===== src/rtl/apl_pkg.sv =====
// Shared parameters, types and sid decode for the L2-to-OpenCAPI request scheduler.
package apl_pkg;

   localparam int unsigned nstrms       = 64;
   localparam int unsigned nstrms_width = $clog2(nstrms);
   localparam int unsigned l2_nstrms    = 16;
   localparam int unsigned channels     = nstrms / l2_nstrms;
   localparam int unsigned chan_width   = $clog2(channels);
   localparam int unsigned addr_width   = 64;
   localparam int unsigned max_outst    = 16;
   localparam int unsigned cnt_width    = $clog2(max_outst + 1);

   typedef enum logic [1:0] {RUN, DRAIN, DONE} sched_state_t;

   typedef struct packed {
      logic [nstrms_width-1:0] sid;
      logic [addr_width-1:0]   ea;
   } req_t;

   // Owning L2 channel is encoded in the top bits of the stream id.
   function automatic logic [chan_width-1:0] sid_chan(input logic [nstrms_width-1:0] sid);
      return sid[nstrms_width-1 -: chan_width];
   endfunction

endpackage


===== src/rtl/apl_rr_arb.sv =====
// Round-robin arbiter: first requester at or after ptr wins; reports the pointer to use next.
module apl_rr_arb #(
   parameter int unsigned n_req = 4,
   parameter int unsigned ptr_w = $clog2(n_req)
) (
   input  logic [n_req-1:0] req,
   input  logic             en,
   input  logic [ptr_w-1:0] ptr,
   output logic [n_req-1:0] gnt,
   output logic [ptr_w-1:0] nxt_ptr
);

   int unsigned pos;
   logic        found;

   always_comb begin
      gnt     = '0;
      nxt_ptr = ptr;
      found   = 1'b0;
      pos     = 0;
      for (int unsigned i = 0; i < n_req; i++) begin
         pos = 32'(ptr) + i;
         if (pos >= n_req) pos = pos - n_req;
         if (en && !found && req[pos[ptr_w-1:0]]) begin
            gnt[pos[ptr_w-1:0]] = 1'b1;
            found               = 1'b1;
            nxt_ptr             = (pos == n_req - 1) ? '0 : ptr_w'(pos + 1);
         end
      end
   end

endmodule


===== src/rtl/apl_req_sched.sv =====
// Credit-gated round-robin scheduling of L2 fetch requests onto the OpenCAPI request port,
// response routing back to the owning channel, and a flush/drain handshake.
module apl_req_sched
   import apl_pkg::*;
(
   input  logic                             clk,
   input  logic                             reset,
   input  logic [channels-1:0]              i_req_v,
   output logic [channels-1:0]              i_req_r,
   input  logic [channels*nstrms_width-1:0] i_req_sid,
   input  logic [channels*addr_width-1:0]   i_req_ea,
   output logic                             o_req_v,
   input  logic                             o_req_r,
   output logic [nstrms_width-1:0]          o_req_sid,
   output logic [addr_width-1:0]            o_req_ea,
   input  logic                             i_rsp_v,
   output logic                             i_rsp_r,
   input  logic [nstrms_width-1:0]          i_rsp_sid,
   output logic [channels-1:0]              o_rsp_v,
   input  logic [channels-1:0]              o_rsp_r,
   output logic [nstrms_width-1:0]          o_rsp_sid,
   input  logic                             i_flush,
   output logic                             o_flush_done,
   output logic [channels*cnt_width-1:0]    o_outst,
   output logic                             o_err
);

   sched_state_t          state, state_nxt;
   logic [cnt_width-1:0]  cnt     [channels];
   logic [cnt_width-1:0]  cnt_nxt [channels];
   logic [channels-1:0]   elig, gnt;
   logic [chan_width-1:0] rr_ptr, rr_ptr_nxt, rsp_ch;
   logic                  arb_en, gnt_any, rsp_acc, req_v_nxt, err_nxt, all_idle;
   req_t                  sel_req, req_q;

   // New grants only while running and when the output register can take a new entry.
   assign arb_en = (state == RUN) && (!o_req_v || o_req_r);

   always_comb begin
      elig = '0;
      for (int c = 0; c < channels; c++)
         elig[c] = i_req_v[c] && (cnt[c] < cnt_width'(max_outst));
   end

   apl_rr_arb #(.n_req(channels)) u_arb (
      .req     (elig),
      .en      (arb_en),
      .ptr     (rr_ptr),
      .gnt     (gnt),
      .nxt_ptr (rr_ptr_nxt)
   );

   assign gnt_any = |gnt;
   assign i_req_r = gnt;

   always_comb begin
      sel_req = '0;
      for (int c = 0; c < channels; c++) begin
         if (gnt[c]) begin
            sel_req.sid = i_req_sid[c*nstrms_width +: nstrms_width];
            sel_req.ea  = i_req_ea[c*addr_width +: addr_width];
         end
      end
   end

   // Response demux is purely combinational.
   assign rsp_ch    = sid_chan(i_rsp_sid);
   assign i_rsp_r   = o_rsp_r[rsp_ch];
   assign o_rsp_sid = i_rsp_sid;
   assign rsp_acc   = i_rsp_v && i_rsp_r;

   always_comb begin
      o_rsp_v         = '0;
      o_rsp_v[rsp_ch] = i_rsp_v;
   end

   // A response arriving for an empty channel is a stale or bogus one: flag it, keep count at 0.
   always_comb begin
      err_nxt  = o_err;
      all_idle = 1'b1;
      for (int c = 0; c < channels; c++) begin
         cnt_nxt[c] = cnt[c];
         if (gnt[c] && !(rsp_acc && rsp_ch == chan_width'(c)))
            cnt_nxt[c] = cnt[c] + cnt_width'(1);
         else if (!gnt[c] && rsp_acc && rsp_ch == chan_width'(c)) begin
            if (cnt[c] == '0) err_nxt = 1'b1;
            else              cnt_nxt[c] = cnt[c] - cnt_width'(1);
         end
         if (cnt_nxt[c] != '0) all_idle = 1'b0;
      end
      req_v_nxt = gnt_any || (o_req_v && !o_req_r);
      if (req_v_nxt) all_idle = 1'b0;
   end

   always_comb begin
      state_nxt = state;
      case (state)
         RUN:     if (i_flush) state_nxt = DRAIN;
         DRAIN:   if (!i_flush) state_nxt = RUN;
                  else if (all_idle) state_nxt = DONE;
         DONE:    if (!i_flush) state_nxt = RUN;
         default: state_nxt = RUN;
      endcase
   end

   always_ff @(posedge clk or negedge reset) begin
      if (!reset) begin
         state        <= RUN;
         rr_ptr       <= '0;
         o_req_v      <= 1'b0;
         req_q        <= '0;
         o_err        <= 1'b0;
         o_flush_done <= 1'b0;
         cnt          <= '{default: '0};
      end else begin
         state        <= state_nxt;
         o_req_v      <= req_v_nxt;
         o_err        <= err_nxt;
         o_flush_done <= (state_nxt == DONE);
         cnt          <= cnt_nxt;
         if (gnt_any) begin
            rr_ptr <= rr_ptr_nxt;
            req_q  <= sel_req;
         end
      end
   end

   assign o_req_sid = req_q.sid;
   assign o_req_ea  = req_q.ea;

   always_comb begin
      o_outst = '0;
      for (int c = 0; c < channels; c++)
         o_outst[c*cnt_width +: cnt_width] = cnt[c];
   end

endmodule

===== config.mk =====
export PLATFORM = sky130hd
export DESIGN_NAME = apl_req_sched
export DESIGN_NICKNAME = d
export VERILOG_FILES = /design/src/rtl/apl_pkg.sv /design/src/rtl/apl_rr_arb.sv /design/src/rtl/apl_req_sched.sv
export SDC_FILE = /design/constraint.sdc
export NUM_CORES = 1
export LEC_CHECK = 0
export ABC_AREA = 0
export CORE_AREA = 2 2 160 162
export CTS_BUF_LIST = sky130_fd_sc_hd__clkbuf_8
export CTS_CLUSTER_DIAMETER = 30
export DETAILED_ROUTE_END_ITERATION = 6
export DIE_AREA = 0 0 162 164
export SYNTH_ARGS = -nofsm -noshare
export SYNTH_HDL_FRONTEND = slang
export SYNTH_SLANG_ARGS = --single-unit

===== constraint.sdc =====
create_clock -name clk -period 3.53 [get_ports clk]
set_clock_uncertainty 0.1 [all_clocks]
set_input_delay 0.5295 -clock clk [delete_from_list [all_inputs] [get_ports clk]]
set_output_delay 0.5295 -clock clk [all_outputs]
set_load 0.005 [all_outputs]

# Word level (Yosys, flattened, before mapping)
# Cells that the tools add are included.
# word_totals
ff_bits	97
# op_classes
n_addsub	19
order_cmp	18
n_eq_ne	10
muxes	77
bitwise	4
n_reduce_logical	63
# ops
op	count
$mux W70	4
$eq A32 B2 Y1 const B	4
$mux W32	4
$ge A32 B3 Y1 const B	3
$sub A32 B3 Y32 const B	3
$mux W5	12
$logic_and A1 B1 Y1	35
$mux W1	30
$mux W2	12
$add A5 B1 Y5 const B	4
$logic_not A5 Y1	4
$lt A5 B5 Y1 const B	4
$reduce_bool A5 Y1	4
$sub A5 B1 Y5 const B	4
$mux W4	4
$lt A2 B3 Y1 const B	5
$logic_not A1 Y1	13
$or A4 B4 Y4	3
$bmux W1 S2	5
$demux W1 S2	5
$ge A2 B1 Y1 const B	5
$add A2 B1 Y2 const B	4
$eq A2 B2 Y1 const B	4
$add A2 B2 Y3 const B	2
other kinds (11)	14

# Depth between registers and ports, before layout
# depth
ltp_word	33
mapped_depth	16
mapped_depth_nobuf	12

# Modules after synthesis
# From an unflattened synthesis, not the netlist that was laid out.
# unflattened
cells_unflattened	714
hier_area_um2	6426.2
# modules_own_cells
mod	instances	cells_each	area_per_inst_um2	seq_area_each_um2
apl_req_sched	1	648	5839.4	2427.3
apl_rr_arb	1	66	586.8	0.0

# Least setup slack after synthesis
# Ideal clock, no wire load.
# synth_path
path_type	register to register
start	register rr_ptr[0]
end	register o_flush_done
setup_time_ns	0.067
t_arrival_ns	3.526
required_ns	3.363
setup_slack_ns	-0.164
path_stages_with_launch	17
n_path_buf	4
period_less_slack_ns	3.694
cell_sequence	dfrtp_1 -> buf_2 -> inv_2 -> ha_1 -> buf_4 -> and4b_4 -> nor4_4 -> nand4_4 -> o221a_1 -> buf_6 -> inv_2 -> buf_6 -> nor3_2 -> a221oi_2 -> a21oi_2 -> nor4_4 -> a32o_1
# synth_rtl
element	line_no	text
start, declared	apl_req_sched.sv:32	logic [chan_width-1:0] rr_ptr, rr_ptr_nxt, rsp_ch;
start signal, assigned	apl_req_sched.sv:122	rr_ptr <= rr_ptr_nxt;
end signal, assigned	apl_req_sched.sv:119	o_flush_done <= (state_nxt == DONE);
end, declared	apl_req_sched.sv:23	output logic o_flush_done,

==> flow_summary.yaml <==
cts:
  cts_buffer_depth: 2
  cts.hold.buffers_added: 0
  ctsRootBufferMaster: "sky130_fd_sc_hd__clkbuf_8"
  cts-buffers-inserted: 9
  cts_tree: "done"
  cts.sink_count: 97
  cts.htree.levels: 3
  clkLatencyLatePin_ns: 0.38
  clk_pin_slew_worst_setup_hold_paths_ns: 0.10
logic_synthesis:
  number_of_enable_type_register_cells_in_the_synthesized_netlist: 0
  synth_nets: 1019
  synthDistinctLibCells: 76
  synth_seq_cells: 97
  synth-seq-area-share: 0.361
  synth_area_um2: 6730
  most_frequently_used_flop_master_after_synthesis: "sky130_fd_sc_hd__dfrtp_1"
  synth.yosys.warnings: 0
  syn-instance-count: 705
  synthesis.area_per_instance_um2: 9.54
  ys_async_sr_fraction: 1.00
global_route:
  gr-usage-all-layers: 0.217
  first_global_vias: 7550
  total_grt_overflow: 0
  grt_pass1_wl_um: 44200
  grt_antenna_before_repair: 0
  grt_start_max_net_pins: 46
detailed_routing:
  postRouteWirelength_um: 30500
  top_signal_layer_used: "met4"
  wl_met2_um: 14900
  met1Wirelength_um: 12600
  drt_first_iter_violations: 450
  detail_route.wl_per_cell_um: 20.7
  drt-pass1-iter-count: 4
  via_count: 7729
  via_per_inst: 5.26
  met3WireLength_um: 2130
  ant_nets: 0
  drc: 0
sta:
  setup_viol: 0
  hold_viol: 0
  finalCriticalPeriod_ns: 3.46
  timing_worst_slew_pin_value_ns: 0.814
  worst_slew_margin_rel: 0.449
  fin_crit_sh: 0.980
  max_clock_freq_mhz: 289
  rsz0062_at_grt: "yes"
  timing_max_transition_violations_final: 0
power_and_ir_drop:
  total_power_w: 0.0102
  power_density_nw_per_um2: 843
  leakagePower_nw: 4.74
  peakVddDrop_uv: 395
critical_path:
  critPathSlowestCell: "sky130_fd_sc_hd__or4bb_4"
  cp-startpoint: "rr_ptr[1]"
  timing.critical_path.arrival_ns: 3.67
  worst_path_most_repeated_cell: "sky130_fd_sc_hd__inv_2"
  cp_cell_sequence: "inv_2 > ha_4 > buf_6 > or4bb_4 > a41oi_2 > a31oi_1 > o221a_1 > inv_2 > buf_12 > nor3_4 > a221oi_2 > a21oi_2 > nor4_4 > a32o_1"
  crit_fanout: 7
  cp-start-kind: "flop"
  required_time_reported_for_the_critical_path_endpoint_ns: 3.74
  critical_path.endpoint_type: "flop"
  timing.critical_path.max_delay_family: "compound AO/OA/AOI/OAI gates"
  worst_path_class_setup: "flop to flop"
  path_buf_inv: 4
  critPathMaxStageDelay_ns: 0.55
  r2r_slack_ns: 0.07
  worstReg2RegStart: "rr_ptr[1]"
placed_design:
  gpl.final_weighted_congestion: 0.868
  portBuffers: 398
  dp.final_hpwl_um: 23900
  place.detailed.instances: 1437
floorplan:
  die_area_um2: 26600
  std_cell_rows: 58
  core_box_area_um2: 24800
  io_pins: 407
  starting_density: 0.271
  floorplan.die.width_um: 162
  die_h_um: 164
finish:
  area_delta_synth_final_pct: 79.3
  nNetsFinal: 1448
  layout-drive-gt1-share: 0.137
  antennaDiodeCount: 0
  post_layout_nonfiller_instances: 1469
  layout_common_cells: "sky130_fd_sc_hd__clkdlybuf4s50_1, sky130_fd_sc_hd__dfrtp_1, sky130_fd_sc_hd__nor2b_1, sky130_fd_sc_hd__nor3_1, sky130_fd_sc_hd__a221o_1"
  layout_commonest_cell: "sky130_fd_sc_hd__clkdlybuf4s50_1"
run:
  drv_cap: 0
outcome:
  run_status: "completed"
worst_hold_path:
  min-delay-path-class: "primary input to asynchronous set/reset pin"
[where the power goes]
part	leakage [nW]	internal, W	switching [W]
sequential	1.17	0.00171	0.000471
combinational	3.48	0.00396	0.00328
clock	0.0931	0.000327	0.000421
total	4.74	0.00599	0.00417
[logic make-up (layout without fill, tap and decap cells)]
| logic type | count (synthesis) | count (layout) | share of synthesized area |
|---|---|---|---|
| simple gates | 270 | 270 | 0.237 |
| compound gates | 219 | 219 | 0.282 |
| flops | 97 | 97 | 0.361 |
| buf+inv | 87 | 521 | 0.0569 |
| fa+ha+maj | 15 | 15 | 0.0279 |
| mux | 12 | 12 | 0.0292 |
| xor+xnor | 5 | 5 | 0.00651 |
[metal layers]
layer  GRT usage  vias to the layer above
li1            -                     3668
met1       0.273                     3685
met2       0.370                      332
met3      0.0480                       44
met4      0.0700                        0
met5           0                        -
[sequential cells by signal (all words and copies together) (netlist names)]
register and flops:
rr_ptr 2, o_req_sid 6, o_req_ea 64, state 2, o_req_v 1, o_outst 20
o_err 1, o_flush_done 1
[stage by stage]
stage               setup TNS, ns  worst slack (ns)  area [um2]  hold WS, ns  utilization
CTS                        -0.378            -0.114       11800       0.0718        0.477
global route               -0.248           -0.0692       12100        0.104        0.486
detailed placement         -13.85            -0.450       11600        0.394        0.468
floorplan                       0            0.0162        6760        0.134            -
finish                          0            0.0691       12100       0.0620        0.486
global placement           -10.23            -0.410       11600        0.394        0.468
[path summary, 6_finish.rpt]
kind / end / depth (start not counted)
worst max-delay path: state[1] / 14
worst min-delay path: o_req_ea[24] / 1
worst max register to register: state[1] / 14
worst min register to register: o_req_ea[48] / 1
max in group asynchronous: o_outst[15] / 2
min in group clk: o_req_ea[48] / 1
[area by class of cell]
cell class / count / area, um2
Fill cell: 2404 / 12800
Timing Repair Buffer: 487 / 4880
Multi-Input combinational cell: 521 / 4080
Sequential cell: 97 / 2430
Tap cell: 330 / 413
Clock buffer: 9 / 124
Inverter: 18 / 75.1
Clock inverter: 7 / 70.1
[repair_timing]
action / in CTS / in global routing
setup endpoints to repair: 8 / 78
setup buffers: 4 / 12
resized for setup: 6 / 28
pin swaps: 3 / 15
[cell usage after synthesis (3+ instances only)]
cell type / instances / area share
sky130_fd_sc_hd__o21ai_0: 12 / 0.0089
sky130_fd_sc_hd__nor2b_1: 77 / 0.072
sky130_fd_sc_hd__a41oi_1: 3 / 0.0039
sky130_fd_sc_hd__nor2_1: 23 / 0.013
sky130_fd_sc_hd__mux2i_1: 5 / 0.0074
sky130_fd_sc_hd__a21oi_1: 13 / 0.0097
sky130_fd_sc_hd__inv_2: 3 / 0.0017
sky130_fd_sc_hd__inv_1: 15 / 0.0084
sky130_fd_sc_hd__o31ai_1: 5 / 0.0056
sky130_fd_sc_hd__and2_1: 5 / 0.0046
sky130_fd_sc_hd__mux4_2: 6 / 0.020
sky130_fd_sc_hd__a221o_1: 71 / 0.11
sky130_fd_sc_hd__buf_4: 7 / 0.0078
sky130_fd_sc_hd__ha_1: 15 / 0.028
sky130_fd_sc_hd__nand2_1: 23 / 0.013
sky130_fd_sc_hd__a31oi_1: 7 / 0.0065
sky130_fd_sc_hd__a211oi_1: 4 / 0.0045
sky130_fd_sc_hd__nand2b_1: 6 / 0.0056
sky130_fd_sc_hd__buf_2: 12 / 0.0089
sky130_fd_sc_hd__and3_1: 8 / 0.0074
sky130_fd_sc_hd__xnor2_1: 3 / 0.0039
sky130_fd_sc_hd__o211ai_1: 4 / 0.0045
sky130_fd_sc_hd__a311oi_1: 3 / 0.0039
sky130_fd_sc_hd__clkbuf_1: 43 / 0.024
sky130_fd_sc_hd__a221oi_1: 71 / 0.092
sky130_fd_sc_hd__nand3_1: 16 / 0.012
sky130_fd_sc_hd__nor3_1: 78 / 0.058
sky130_fd_sc_hd__dfrtp_1: 97 / 0.36
sky130_fd_sc_hd__buf_1: 5 / 0.0028
Note: power is estimated with default switching activity, not from simulation.
==> variant (same settings) <==
Set the package constant `addr_width` to 60 (it was 64).
--- a/src/rtl/apl_pkg.sv
+++ b/src/rtl/apl_pkg.sv
@@ -8,3 +8,3 @@
    localparam int unsigned chan_width   = $clog2(channels);
-   localparam int unsigned addr_width   = 64;
+   localparam int unsigned addr_width   = 60;
    localparam int unsigned max_outst    = 16;
Ports: changed (resized i_req_ea and o_req_ea); port bits go from 407 to 387. No check against the original RTL was run, so the function may have changed too.
==> variant against the unedited design <==
- the flow now finishes with violations (negative setup slack)
- combinational power is 4.0% higher
- sequential cell count is 4 lower
- worst setup slack worse by 0.17 ns
- wire length is 0.27% lower
- cell area is 3.5% lower
- maximum frequency is 4.8% lower
- power is 2.7% higher
- sequential power is 4% lower
- cell count is 1.6% lower
- synthesized area is 7.1% lower
- largest power group unchanged
- highest routed layer unchanged
==> variant: results (changes against the unedited design) <==
GRT
  • Vias in the first global route: 7259 (-3.9%)
  • Grt met2 use: 0.3505 (-0.01934)
  • Pin count of the biggest net entering global routing: 85 (+85%)
  • Met1 Usage GRT: 0.2625 (-0.01042)
  • Total Routing Usage GR: 0.2053 (-0.01149)
  • First-pass GRT wire length: 42290 microns (-4.4%)
  • Met3 global-route usage: 0.04066 (-0.007323)
  • Initial antenna violation count: 0 (unchanged)

Timing
  • Final setup fails: 29 (+29)
  • Final worst setup slack: -0.1035 ns (-0.1727 ns)
  • Max_slew headroom: 0.4788 (+0.02934)

Logic synthesis
  • Post-synth top flop: dfrtp_1
  • Unique cell type count in the Yosys netlist: 67 (-12%)
  • Async SR Flop Fraction: 1.000 (unchanged)
  • Mux cell area share after synthesis: 0.02543 (-0.003762)
  • Post-synthesis net count: 990 (-2.8%)
  • Post-Synth Adder-Cell Area: 0.03004 (+0.002145)
  • Main area contributors after synthesis: dfrtp_1, o21ai_0, a221o_1, a22oi_1, ha_1
  • Top post-synthesis cells by count: o21ai_0, dfrtp_1, a221o_1
  • Compound-gate portion of the synthesized area: 0.3767 (+0.09513)
  • Xor/xnor share of the synthesized area: 0.009812 (+0.003304)
  • Seq/Total Area, Yosys: 0.3724 (+0.01172)

Run status
  • Failing checks: negative setup slack
  • Status: complete, but fails checks

Setup path
  • RR Endpoint: o_flush_done$_DFF_PN0_
  • Flop2flop setup slack: -0.08 ns (-0.15 ns)
  • CP Capture Point: state[0]$_DFF_PN0_
  • Launch point of the worst path: i_req_v[0]
  • Crit path max fanout: 4 (-3)
  • CP arrival: 3.79 ns (+0.12 ns)
  • R2R cell count: 15 (+1)
  • Launch point of the worst reg-to-reg path: rr_ptr[0]$_DFFE_PN0P_

Power
  • Leak Pwr: 4.630 nW (-2.4%)
  • Power per cell area: 897.2 mW/mm^2 (+6.5%)
  • Peak VDD IR: 396.4 uV (+0.28%)

Clock tree
  • H-tree depth reported by CTS: 3 (unchanged)
  • Max clock buf depth: 2 (unchanged)
  • Clk Latency, worst-skew pair: 0.39 ns
  • Num CTS Buffers: 9 (unchanged)
  • Clock Pin Slew Worst Setup and Hold Paths: 0.10 ns (about the same)
  • CTS root buffer: clkbuf_8

Placement
  • RePlAce Congestion: 0.8853 (+2.0%)
  • DP Worst Slack: -0.5187 ns (-0.06880 ns)
  • Port buffer count: 378 (-5.0%)
  • Dpl cell area: 0.01087 sq mm (-6.3%)
  • HPWL Detailed: 22450 microns (-5.9%)

Detailed routing
  • Routed length on met3: 1878 microns (-12%)
  • Met2 WL: 15130 microns (+1.3%)
  • DR top layer: met4
  • Total Wirelength: 30370 microns (-0.27%)
  • DR pass1 iterations: 5 (+1)
  • Vias: 7548 (-2.3%)
  • DRC: 0 (unchanged)
  • Met1 WL: 12760 microns (+1.0%)
  • DRT iter0 DRCs: 499 (+11%)

Worst hold path
  • Hold Crit Class: input pin to async pin

Final layout
  • Largest register FFs: 60 (-6.3%)
  • Filler Cell Count: 2380 (-1.0%)
  • Nets: 1411 (-2.6%)
  • Share of layout cells above drive strength 1: 0.1344 (-0.002554)
## variant: critical path, stage by stage
cell and delay [ns]:
clkdlybuf4s50_1 0.49, buf_4 0.12, nand2b_1 0.08, o31ai_1 0.47, buf_4 0.21, buf_4 0.12, o2111a_1 0.18, a21oi_1 0.07
o21ai_4 0.12, mux2_2 0.36, a211o_1 0.34, nor4_4 0.27, nand3_1 0.11, o41a_1 0.33
## variant: cell type report
cell class	count	area share
Clock inverter	5	0.007308
Timing Repair Buffer	476	0.4177
Multi-Input combinational cell	513	0.3213
Clock buffer	9	0.01064
Sequential cell	93	0.2000
Inverter	20	0.007523
Tap cell	330	0.03546
## variant: kinds of logic (layout without fill, tap and decap cells)
| family | count (synthesis) | in the layout |
|---|---|---|
| AO/OA/AOI/OAI | 341 | 341 |
| AND/OR/NAND/NOR | 138 | 138 |
| flip-flops | 93 | 93 |
| buffers and inverters | 86 | 510 |
| adder cells (fa/ha/maj) | 15 | 15 |
| multiplexers | 12 | 12 |
| XOR/XNOR | 7 | 7 |
## variant: power breakdown
part	internal (mW)	total, mW	switching [mW]
clock network	0.396	0.832	0.436
logic	4.04	7.53	3.49
registers	1.63	2.09	0.453
total	6.07	10.4	4.38
## variant: repair_timing
item,4_1_cts,5_1_grt
pin swaps,9,5
resized for setup,27,81
buffers inserted,7,6
cloned,2,11
setup endpoints to repair,50,75
hold buffers,0,0
## variant: metrics by stage
| step | setup TNS, ns | hold slack [ns] | instances |
|---|---|---|---|
| finish | -0.7188 | 0.09009 | 1446 |
| global route | -9.192 | 0.1503 | 1446 |
| global placement | -21.26 | 0.3862 | 1408 |
| floorplan | -1.390 | 0.1339 | 692 |
| detailed placement | -25.17 | 0.3921 | 1408 |
| CTS | -0.01383 | 0.1145 | 1430 |
